--- src/rtl/uart_pkg.sv ---
// uart_pkg: shared byte type and sizing constants for the UART link blocks
package uart_pkg;
  localparam int UART_DATA_W = 8;
  localparam int UART_FIFO_DEPTH = 16;
  typedef logic [UART_DATA_W-1:0] byte_t;
endpackage

--- src/rtl/uart_tx_fifo_if.sv ---
// uart_tx_fifo_if: bridge-side write port and transmitter-side read port of the TX FIFO
// Build option UART_TX_FIFO_STATS_EN adds the max_level/byte_count statistics.
interface uart_tx_fifo_if
  import uart_pkg::*;
#(
  parameter int DEPTH = UART_FIFO_DEPTH
);
  localparam int LW = $clog2(DEPTH) + 1;
  byte_t wr_data;
  logic wr_valid;
  logic wr_ready;
  logic flush;
  byte_t tx_data;
  logic tx_valid;
  logic tx_ready;
  logic [LW-1:0] level;
  logic overflow;
`ifdef UART_TX_FIFO_STATS_EN
  logic [LW-1:0] max_level;
  logic [31:0] byte_count;
`endif
  modport master (
    output wr_data, wr_valid, flush, tx_ready,
    input wr_ready, tx_data, tx_valid, level, overflow
`ifdef UART_TX_FIFO_STATS_EN
    , max_level, byte_count
`endif
  );
  modport slave (
    input wr_data, wr_valid, flush, tx_ready,
    output wr_ready, tx_data, tx_valid, level, overflow
`ifdef UART_TX_FIFO_STATS_EN
    , max_level, byte_count
`endif
  );
endinterface

--- src/rtl/uart_tx_fifo.sv ---
// uart_tx_fifo: first-word-fall-through byte FIFO feeding the UART transmitter
// Build option UART_TX_FIFO_STATS_EN adds high-water mark and popped-byte counter.
module uart_tx_fifo
  import uart_pkg::*;
#(
  parameter int DEPTH = UART_FIFO_DEPTH
) (
  input logic clk,
  input logic rst_n,
  uart_tx_fifo_if.slave bus
);
  localparam int AW = $clog2(DEPTH);
  localparam int PW = AW + 1;
  logic [PW-1:0] wr_ptr, rd_ptr;
  byte_t mem [DEPTH];
  logic full, empty, push, pop, ovf;
  // pointers carry an extra wrap bit so full and empty are distinguishable
  always_comb begin
    empty = wr_ptr == rd_ptr;
    full = (wr_ptr[AW-1:0] == rd_ptr[AW-1:0]) && (wr_ptr[AW] != rd_ptr[AW]);
    push = bus.wr_valid && !full;
    pop = bus.tx_ready && !empty;
  end
  assign bus.wr_ready = !full;
  assign bus.tx_valid = !empty;
  assign bus.tx_data = mem[rd_ptr[AW-1:0]];
  assign bus.level = wr_ptr - rd_ptr;
  assign bus.overflow = ovf;
  always_ff @(posedge clk or negedge rst_n) begin
    if (!rst_n) begin
      wr_ptr <= '0;
      rd_ptr <= '0;
      ovf <= 1'b0;
      mem <= '{default: '0};
    end else if (bus.flush) begin
      wr_ptr <= '0;
      rd_ptr <= '0;
      ovf <= 1'b0;
    end else begin
      if (push) mem[wr_ptr[AW-1:0]] <= bus.wr_data;
      if (push) wr_ptr <= wr_ptr + 1'b1;
      if (pop) rd_ptr <= rd_ptr + 1'b1;
      if (bus.wr_valid && full) ovf <= 1'b1;
    end
  end
`ifdef UART_TX_FIFO_STATS_EN
  logic [PW-1:0] max_lvl;
  logic [31:0] cnt;
  assign bus.max_level = max_lvl;
  assign bus.byte_count = cnt;
  // byte_count survives flush: it tracks bytes actually handed to the line
  always_ff @(posedge clk or negedge rst_n) begin
    if (!rst_n) begin
      max_lvl <= '0;
      cnt <= '0;
    end else begin
      max_lvl <= bus.flush ? '0 : (bus.level > max_lvl ? bus.level : max_lvl);
      if (pop && !bus.flush) cnt <= cnt + 1'b1;
    end
  end
`endif
endmodule

--- src/flat_wrapper.sv ---
// flat-port wrapper written by rule: the top's interface ports become plain ports
module uart_tx_fifo_flat import uart_pkg::*;
#(
  parameter int DEPTH = UART_FIFO_DEPTH
)
  (clk, rst_n, bus_wr_data, bus_wr_valid, bus_flush, bus_tx_ready, bus_wr_ready, bus_tx_data, bus_tx_valid, bus_level, bus_overflow);
  uart_tx_fifo_if #(.DEPTH(DEPTH)) bus_i ();
  input logic clk;
  input logic rst_n;
  input wire logic [$bits(bus_i.wr_data)-1:0] bus_wr_data;
  input wire logic [$bits(bus_i.wr_valid)-1:0] bus_wr_valid;
  input wire logic [$bits(bus_i.flush)-1:0] bus_flush;
  input wire logic [$bits(bus_i.tx_ready)-1:0] bus_tx_ready;
  output wire logic [$bits(bus_i.wr_ready)-1:0] bus_wr_ready;
  output wire logic [$bits(bus_i.tx_data)-1:0] bus_tx_data;
  output wire logic [$bits(bus_i.tx_valid)-1:0] bus_tx_valid;
  output wire logic [$bits(bus_i.level)-1:0] bus_level;
  output wire logic [$bits(bus_i.overflow)-1:0] bus_overflow;
  assign bus_i.wr_data = bus_wr_data;
  assign bus_i.wr_valid = bus_wr_valid;
  assign bus_i.flush = bus_flush;
  assign bus_i.tx_ready = bus_tx_ready;
  assign bus_wr_ready = bus_i.wr_ready;
  assign bus_tx_data = bus_i.tx_data;
  assign bus_tx_valid = bus_i.tx_valid;
  assign bus_level = bus_i.level;
  assign bus_overflow = bus_i.overflow;
  uart_tx_fifo #(.DEPTH(DEPTH)) u_core (.clk(clk), .rst_n(rst_n), .bus(bus_i));
endmodule
--- config.mk ---
export PLATFORM = sky130hd
export DESIGN_NAME = uart_tx_fifo_flat
export DESIGN_NICKNAME = d
export VERILOG_FILES = /design/src/rtl/uart_pkg.sv /design/src/rtl/uart_tx_fifo_if.sv /design/src/rtl/uart_tx_fifo.sv /design/src/flat_wrapper.sv
export SDC_FILE = /design/constraint.sdc
export NUM_CORES = 1
export LEC_CHECK = 0
export CAP_MARGIN = 0
export CORE_UTILIZATION = 50
export DETAILED_ROUTE_END_ITERATION = 16
export PLACE_DENSITY = 0.8
export SLEW_MARGIN = 25
export SYNTH_ARGS = -nofsm -noshare
export SYNTH_HDL_FRONTEND = slang
export SYNTH_SLANG_ARGS = --single-unit
--- constraint.sdc ---
create_clock -name clk -period 7.5 [get_ports clk]
set_input_delay 0.75 -clock clk [delete_from_list [all_inputs] [get_ports clk]]
set_output_delay 0.75 -clock clk [all_outputs]
set_load 0.02 [all_outputs]
* Word-level counts from Yosys, hierarchy flattened
Index checks and enable logic that the tools add are counted.
** Storage, ports and cells
- Output and inout bits :: 16
- Bits of input ports :: 13
- Register bits :: 139
- Logic and storage cells :: 54
** Operators by class
- Add/subtract/negate cells :: 3
- Magnitude comparators :: 3
- Eq/ne operators :: 3
- Mux-type cells :: 12
- Bitwise gates (word level) :: 3
- Reductions and logical operators :: 11
** Operators with widths (number)
- $bwmux 128 :: 1
- $bmux 8 s4 :: 1
- $demux 8 s4 :: 1
- $mux 8 :: 3
- $mux 5 :: 4
- $add 5x1->5 const B :: 2
- $ge 5x5->1 const B :: 2
- $not 4->5 :: 2
- $reduce_bool 2->1 :: 3
- $eq 5x5->1 :: 1
- $logic_and 1x1->1 :: 5
- $lt 5x1->1 const B :: 1
- $sub 5x5->5 :: 1
- $eq 4x4->1 :: 1
- $logic_not 1->1 :: 2
- $mux 1 :: 2
- $reduce_and 2->1 :: 1
- $ne 1x1->1 :: 1
- $not 1->1 :: 1

* Longest topological paths before layout
Gate-level depths: netlist of the first run.
- Word-level depth :: 6
- Mapped depth :: 9
- Depth with buffers taken out :: 7

* Worst setup path before layout of the first run
OpenSTA, ideal clock, no wires.
- Kind :: register to register
- Start :: reg u_core.rd_ptr[1]
- End :: reg u_core.mem[127] (netlist name)
- Clock period less this slack :: 2710 ps
- Arrival time :: 2583 ps
- Path slack :: 4790 ps
- Library setup time :: 128 ps
- Data required time :: 7372 ps
- Cell stages (with the launch flop) :: 10
- Cell sequence :: dfrtp_1 > clkbuf_1 > buf_1 > inv_1 > ha_1 > and4_1 > buf_6 > a211oi_4 > nand3_2 > mux2_1
** On the way
- Longest elaborated chain between the ends :: 5
** Ends and longest elaborated chain
- start, declared :: RTL line uart_tx_fifo.sv:14 : logic [PW-1:0] wr_ptr, rd_ptr;
- start signal, assigned :: RTL line uart_tx_fifo.sv:42 : if (pop) rd_ptr <= rd_ptr + 1'b1;
- $eq 4x4->1 :: RTL line uart_tx_fifo.sv:20 : full = (wr_ptr[AW-1:0] == rd_ptr[AW-1:0]) && (wr_ptr[AW] != rd_ptr[AW]);
- $logic_and 1x1->1 :: RTL line uart_tx_fifo.sv:20
- $logic_not 1->1 :: RTL line uart_tx_fifo.sv:21 : push = bus.wr_valid && !full;
- $logic_and 1x1->1 :: RTL line uart_tx_fifo.sv:21
- $reduce_and 2->1 (no line)
- end signal, assigned by index :: RTL line uart_tx_fifo.sv:40 : if (push) mem[wr_ptr[AW-1:0]] <= bus.wr_data;
- end, declared :: RTL line uart_tx_fifo.sv:15 : byte_t mem [DEPTH];
No other way between the ends.
A chain may end at the register's enable or synchronous reset.

* Worst setup path after layout of the first run
- Start :: reg u_core.rd_ptr[1]
- End :: out bus_tx_valid
** On the way
- Longest elaborated chain between the ends :: 2
** Ends and longest elaborated chain
- $eq 5x5->1 :: RTL line uart_tx_fifo.sv:19 : empty = wr_ptr == rd_ptr;
- $logic_not 1->1 :: RTL line uart_tx_fifo.sv:25 : assign bus.tx_valid = !empty;
- end, declared :: RTL line flat_wrapper.sv:16 : output wire logic [$bits(bus_i.tx_valid)-1:0] bus_tx_valid;
No other way between the ends.

==> results of run 1 <==
[registers in the layout, summed over array words and instances, names as in the netlist]
register and count:
u_core.wr_ptr 5, u_core.rd_ptr 5, u_core.mem 128, u_core.bus.overflow 1
[per-stage QoR]
stage	setup WS (ns)	std cells	hold WS, ns	util	cell area (sq um)
after floorplan	4.79	440	0.454	-	6980
after global placement	3.87	627	0.470	0.551	7410
after detailed placement	3.75	627	0.480	0.551	7410
after CTS	3.30	657	0.325	0.594	7990
after global routing	3.13	657	0.342	0.594	8000
final	3.37	657	0.305	0.594	8000
[final timing paths]
path | start | end | slack (ns) | cells past startpoint
setup / recovery | u_core.rd_ptr[1] | bus_tx_valid | 3.37 | 6
hold / removal | rst_n | u_core.mem[39] | 0.31 | 1
setup reg to reg | u_core.rd_ptr[1] | u_core.mem[127] | 4.06 | 7
hold reg to reg | u_core.mem[119] | u_core.mem[119] | 0.49 | 1
max in group asynchronous | rst_n | u_core.rd_ptr[0] | 6.10 | 2
min in group clk | u_core.mem[119] | u_core.mem[119] | 0.49 | 1
[power by group]
group | internal (uW) | leakage [uW] | total [uW] | switching [uW]
Clock | 518 | 0.000287 | 819 | 301
Sequential | 816 | 0.00189 | 870 | 53.5
Combinational | 209 | 0.00158 | 404 | 195
[cells in the mapped netlist, types with 2 or more instances]
cell type,instances
mux2i_1,2
a211oi_1,3
inv_1,10
a21o_1,2
mux2_2,62
dfrtp_1,139
nand2_1,16
buf_2,5
a22oi_1,16
clkbuf_1,12
o21ai_0,2
mux4_2,32
nand3_1,2
nand2_8,4
a211oi_4,2
nand3_2,8
xnor2_1,9
nor2_1,15
xor2_1,2
nor2_8,4
o211ai_1,3
mux2_1,2
mux2_4,64
ha_1,9
a21oi_1,2
[worst register-to-register path, delay by kind of cell, from the launching register on]
kind            cells  cell delay [ns]
compound gates      1             0.42
simple gates        2             0.68
mux                 1             0.42
fa+ha+maj           1             0.35
flops               1             0.90
buf+inv             2             0.54
[cells by family (layout without fill, tap and decap cells)]
family / Yosys count / in the layout
xor gates and xnor gates: 13 / 13
muxes: 162 / 162
buffers and inverters: 30 / 71
and+or+nand+nor: 53 / 53
adders and majority gates: 10 / 10
DFF: 139 / 139
AOI/OAI and AO/OA: 33 / 33
[layer usage]
layer | track usage | up-vias | wire (um)
met2 | 0.356 | 78 | 7130
li1 | - | 1687 | -
met3 | 0.0418 | 18 | 506
met5 | 0 | - | 0
met4 | 0.0930 | 0 | 255
met1 | 0.293 | 2065 | 6310
[area by class of cell]
type	count	area [sq um]	share of cell area
Timing Repair Buffer	31	308	0.0385
Tap cell	176	220	0.0275
Clock buffer	22	484	0.0606
Clock inverter	8	92.6	0.0116
Sequential cell	139	3480	0.435
Inverter	10	37.5	0.00469
Multi-Input combinational cell	271	3370	0.422
==> results.toml, run 1 <==
[cts]
post-cts-setup-buffers = 0
cts.sink_count = 139
clock_path_buffers = 2
cts-resized-gates = 0
ctsHoldBuffers = 0
cts_made_buffers = 17
htree_levels = 4
clkSlewWorstSetupHoldPaths_ns = 0.06
cts-root-buf = "clkbuf_16"
clk_latency_ns = 0.42
cts_tree = "built"

[floorplan]
die_w_um = 120
dieArea_sq_mm = 0.0144
start_util = 0.519
rows = 42
die_h_um = 120
ios = 29
coreArea_sq_mm = 0.0135

[cells_and_area]
drive_gt1_frac = 0.447
n_fill_cell = 1008
final_cell_mix = "dfrtp_1, mux2_4, mux2_2, mux4_2, clkdlybuf4s50_1"
area_growth_pct = 14.6
nets = 493
layout_commonest_cell = "dfrtp_1"
antenna_cells = 0

[pwr]
peakVddDrop_mv = 0.184
p_leak_uw = 0.00375
powerDensity_mw_per_mm2 = 262
total_power_uw = 2090

[hold_path]
min_path_type = "in -> async"

[timing]
finClkSkew_ns = 0.00974
fin_setup_tns_ns = 0
worst_pin_slew_ns = 0.869
rsz0062_at_grt = "false"
finalCriticalPeriod_ns = 4.13
finalSetupViolations = 0
drv_slew = 0
finalHoldViolCount = 0
finalCritPeriodShare = 0.551
maxSlewHeadroom = 0.418
max_freq_ghz = 0.242

[placement]
gp_routability_congestion = 0.826
numPortBuffers = 28
dp_hpwl_mm = 9.30

[critical_path]
cp_num_buf_inv = 3
crit_arrival_ns = 3.38
critPathSlowestCell = "dfrtp_1"
worst-endpoint-required_ns = 6.75
critPathLaunchType = "register"
end_kind = "output pin"
path_cells = "buf_4, inv_1, ha_1, and4_1, nand2_1, clkdlybuf4s50_1"
crit_family = "buffers and inverters"
criticalPathCategory = "reg -> out"
max_stage_delay_ns = 0.90
crit_fanout = 19

[global_route]
antenna_found_initial = 0
first_global_vias = 4262
gr-total-overflow = 0
groute.usage.overall = 0.221
grt_max_degree = 79
grt_pass1_wl_mm = 23.6

[logic_synthesis]
ys_ff_latch = 139
synth_area_per_cell_sq_um = 15.9
synthAdderAreaFrac = 0.0190
synth_top_area_frac = 0.498
synthXorXnorAreaFrac = 0.0201
async_flop_share = 1.00
synth_edf_count = 0
synth_cell_types = 38
synthMuxAreaShare = 0.347
synth_top_family_by_area = "multiplexers"
synth_warnings = 0
synth_compound_area_frac = 0.0403
synthesis.nets = 463
syn_area_sq_mm = 0.00698
ys_seq_area_frac = 0.498
synth-simple-area-share = 0.0565
postSynthCellCount = 440
netlist_top_cells_area = "dfrtp_1, mux2_4, mux4_2, mux2_2, a22oi_1"
yosysTopAreaCell = "dfrtp_1"
synthFlopType = "dfrtp_1"

[route]
drt_wl_total_mm = 14.2
wl_per_cell_um = 21.6
dr.pass1.iters = 4
antenna_left = 0
vias = 3848
drt_iter0_drc = 291
drc = 0
vias_per_cell = 5.86

[job]
max-cap-violations = 0

[status]
status = "finished, final reports clean"
(Power assumes the default switching activity.)
==> run 2, diff against run 1 <==
Clock period 7.5 ns to 4.28 ns, I/O delays scaled along.
==> results.toml, run 2 (synthesized netlist as in run 1, its figures left out) <==
[status]
status = "finished, final reports clean"

[cells_and_area]
nets = 494
area_growth_pct = 14.5
antenna_cells = 0
regArea_sq_mm = 0.00348
final_core_util = 0.594
largest_reg_flops = 128
final_cell_mix = "dfrtp_1, mux2_4, mux2_2, mux4_2, clkdlybuf4s50_1"
largest_register = "u_core.mem"
largestRegisters = "u_core.mem (128), u_core.rd_ptr (5), u_core.wr_ptr (5)"
layout_commonest_cell = "dfrtp_1"
multi_input_area_sq_mm = 0.00337
n_fill_cell = 985
drive_gt1_frac = 0.448
final_area_sq_mm = 0.00799

[timing]
finalHoldViolCount = 0
maxSlewHeadroom = 0.441
worst_pin_slew_ns = 0.839
finalSetupViolations = 0
drv_slew = 0
finalCriticalPeriod_ns = 3.45
finalCritPeriodShare = 0.806
finClkSkew_ns = 0.00647
rsz0062_at_grt = "false"
fin_setup_tns_ns = 0
holdWs_ns = 0.0755
max_freq_ghz = 0.290

[global_route]
grt_pass1_wl_mm = 23.0
antenna_found_initial = 0
gr-total-overflow = 0
first_global_vias = 4085
groute.usage.overall = 0.217
grt_max_degree = 106

[critical_path]
criticalPathCategory = "reg -> out"
worst-endpoint-required_ns = 3.85
end_kind = "output pin"
critPathLaunchType = "register"
crit_fanout = 22
rrSetupSlack_ns = 1.39
crit_arrival_ns = 3.02

[cts]
cts_tree = "built"
htree_levels = 4
cts-root-buf = "clkbuf_16"
clk_latency_ns = 0.43
clock_path_buffers = 2
cts-resized-gates = 0
cts_made_buffers = 17
ctsHoldBuffers = 0
post-cts-setup-buffers = 0
cts.sink_count = 139
clkSlewWorstSetupHoldPaths_ns = 0.06

[floorplan]
rows = 42
ios = 29
start_util = 0.519
die_w_um = 120
coreArea_sq_mm = 0.0135
dieArea_sq_mm = 0.0144
die_h_um = 120

[route]
wl_per_cell_um = 21.4
antenna_left = 0
drt_iter0_drc = 304
vias = 3876
dr.pass1.iters = 4
drc = 0
drt_wl_total_mm = 14.1
vias_per_cell = 5.87

[job]
max-cap-violations = 0

[placement]
numPortBuffers = 28
placed_area_sq_mm = 0.00743
gp_routability_congestion = 0.822
dp_hpwl_mm = 9.06

[pwr]
peakVddDrop_mv = 0.292
powerDensity_mw_per_mm2 = 452
p_leak_uw = 0.00374

[hold_path]
min_path_type = "in -> async"
[run 2: changes by cell type in the layout (fill, tap and decap cells not counted), moves of 2 or more]
cell	before	now
buf_6	2	0
clkbuf_8	4	1
clkinv_4	0	5
clkinvlp_4	1	3
[run 2: power breakdown]
part | switching [uW] | internal [uW]
Clock | 576 | 798
Sequential | 93.2 | 1430
Combinational | 342 | 374
Total | 1010 | 2600
[run 2: area by class of cell]
type                            instances  share of cell area
Sequential cell                       139               0.436
Multi-Input combinational cell        271               0.422
Clock buffer                           18              0.0537
Timing Repair Buffer                   32              0.0409
Tap cell                              176              0.0276
Clock inverter                         14              0.0157
Inverter                               10             0.00470
[run 2: worst paths after layout]
check | start | end | cells past startpoint
min in group clk | u_core.bus.overflow | u_core.bus.overflow | 2
worst min-delay path | rst_n | u_core.wr_ptr[1] | 1
worst max-delay path | u_core.rd_ptr[0] | bus_tx_data[4] | 5
max in group asynchronous | rst_n | u_core.mem[44] | 2
worst min register to register | u_core.bus.overflow | u_core.bus.overflow | 2
worst max register to register | u_core.rd_ptr[0] | u_core.mem[127] | 5
[run 2: metal layers]
layer / track usage / vias to the layer above / share of wire
met5: 0 / - / 0
met4: 0.0898 / 0 / 0.021
met3: 0.0490 / 23 / 0.044
met2: 0.331 / 94 / 0.48
met1: 0.300 / 2061 / 0.45
li1: - / 1698 / -
[run 2: worst max-delay path, cell delays in order (launching register included)]
cell,delay (ns)
dfrtp_2,0.87
buf_12,0.26
mux4_2,0.51
a22oi_1,0.28
nand2_1,0.09
clkdlybuf4s50_1,0.54
[run 2: per-stage QoR]
step,power [uW],setup WS (ns),cells
3_5_place_dp,2260,1.26,628
5_1_grt,3750,0.706,660
6_report,3610,0.830,660
4_1_cts,3640,0.788,660
3_3_place_gp,2240,1.30,628
2_1_floorplan,2000,1.57,440
==> run 3, diff against run 2 <==
Settings changed: PLACE_DENSITY 0.8 to 0.82.
Clock period 4.28 ns to 2.78 ns, I/O delays scaled along.
==> results.toml, run 3 (synthesized netlist as in run 1, its figures left out) <==
[pwr]
powerDensity_mw_per_mm2 = 709
p_leak_uw = 0.00397
peakVddDrop_mv = 0.523

[cts]
clkSlewWorstSetupHoldPaths_ns = 0.05
clock_path_buffers = 2
cts_made_buffers = 17
cts-root-buf = "clkbuf_16"
htree_levels = 4
cts_tree = "built"
cts.sink_count = 139
clk_latency_ns = 0.42

[cells_and_area]
layout_commonest_cell = "dfrtp_1"
antenna_cells = 0
instances_no_fill = 681
largest_reg_flops = 128
largest_register = "u_core.mem"
final_cell_mix = "dfrtp_1, mux2_4, mux2_2, mux4_2, buf_4"
drive_gt1_frac = 0.475
area_growth_pct = 18.5
nets = 516
largestRegisters = "u_core.mem (128), u_core.rd_ptr (5), u_core.wr_ptr (5)"
n_fill_cell = 952

[timing]
finalSetupViolations = 0
fin_setup_tns_ns = 0
finalCriticalPeriod_ns = 2.74
worst_slack_ns = 0.0443
finalCritPeriodShare = 0.984
max_freq_ghz = 0.366
finalHoldViolCount = 0
worst_pin_slew_ns = 0.691
maxSlewHeadroom = 0.538
rsz0062_at_grt = "false"
drv_slew = 0
finClkSkew_ns = 0.00744

[floorplan]
die_w_um = 120
dieArea_sq_mm = 0.0144
die_h_um = 120
rows = 42
coreArea_sq_mm = 0.0135
ios = 29
start_util = 0.519

[critical_path]
reg2reg_to = "u_core.mem[119]"
path_cells = "buf_12, mux4_2, a22oi_1, nand2_1, clkdlybuf4s50_1"
worst-endpoint-required_ns = 2.50
end_kind = "output pin"
crit_fanout = 18
critPathSlowestCell = "clkdlybuf4s50_1"
r2r_cells = 6
crit_arrival_ns = 2.46
max_stage_delay_ns = 0.54
rrSetupSlack_ns = 0.33
criticalPathCategory = "reg -> out"
cp_num_buf_inv = 2
critPathLaunchType = "register"
crit_family = "buffers and inverters"
r2r_start = "u_core.rd_ptr[3]"

[route]
vias_per_cell = 5.89
drt_wl_total_mm = 15.1
drc = 0
drt_iter0_drc = 344
wl_per_cell_um = 22.2
dr.pass1.iters = 4
vias = 4012
antenna_left = 0

[placement]
dp_hpwl_mm = 9.72
place_ws_ns = 0.339
numPortBuffers = 28
gp_routability_congestion = 0.871
dpl.cell_count = 638

[global_route]
gr-total-overflow = 0
grt_pass1_wl_mm = 24.5
first_global_vias = 4284
grt_max_degree = 69
groute.usage.overall = 0.230
antenna_found_initial = 0

[hold_path]
min_path_type = "in -> async"

[job]
max-cap-violations = 0

[status]
status = "finished, final reports clean"
## run 3: cell count changes in the layout (fill, tap and decap cells not counted), moves of 2 or more
| cell | change |
|---|---|
| clkdlybuf4s50_1 | -11 |
| buf_4 | +18 |
| buf_12 | +3 |
| bufinv_16 | +2 |
| clkinv_4 | -2 |
| dlymetal6s2s_1 | +8 |
| dlygate4sd2_1 | +3 |
| clkinv_2 | -2 |
| clkbuf_8 | +2 |
## run 3: routing by layer
layer	routed length, um	part of all wire	track usage	vias to the layer above
met5	0	0	0	-
met4	346	0.023	0.0977	0
met3	468	0.031	0.0499	32
met2	7640	0.51	0.370	78
met1	6660	0.44	0.300	2175
li1	-	-	-	1727
## run 3: power breakdown
part	switching, uW	internal (uW)	leakage [uW]	total [uW]
registers	110	2200	0.00188	2310
logic	587	645	0.00179	1230
clock network	842	1480	0.000295	2320
total	1540	4320	0.00397	5860
## run 3: timing repair
action	4_1_cts	5_1_grt
resized for setup	4	10
buffers inserted	1	10
setup endpoints to repair	11	10
endpoints found under the hold margin	66	0
hold buffers	1	0
## run 3: worst max-delay path by stage
stage	start	slack, ns	depth (start not counted)	end
final	u_core.rd_ptr[0]	0.04	5	bus_tx_data[3]
after global placement	u_core.rd_ptr[0]	0.33	5	bus_tx_data[0]
after floorplan	u_core.rd_ptr[1]	0.07	9	u_core.mem[127]
after global routing	u_core.rd_ptr[0]	0.009	5	bus_tx_data[3]
after CTS	u_core.rd_ptr[2]	0.009	6	bus_tx_valid
after detailed placement	u_core.rd_ptr[0]	0.34	5	bus_tx_data[6]
## run 3: area by class of cell
class                           count  area (sq um)  share of cell area
Multi-Input combinational cell    271          3370               0.408
Clock inverter                     10           141              0.0171
Timing Repair Buffer               54           546              0.0660
Tap cell                          176           220              0.0266
Clock buffer                       21           470              0.0569
Sequential cell                   139          3480               0.421
Inverter                           10          37.5             0.00454
## run 3: stage by stage
stage                     power, uW  hold slack [ns]  area, sq um   util
final                          5860            0.430         8270  0.615
after global routing           6080            0.492         8270  0.615
after CTS                      5840            0.442         8170  0.607
after detailed placement       3530            0.315         7540  0.561
after global placement         3490            0.314         7540  0.561
after floorplan                3080          -0.0176         6980      -
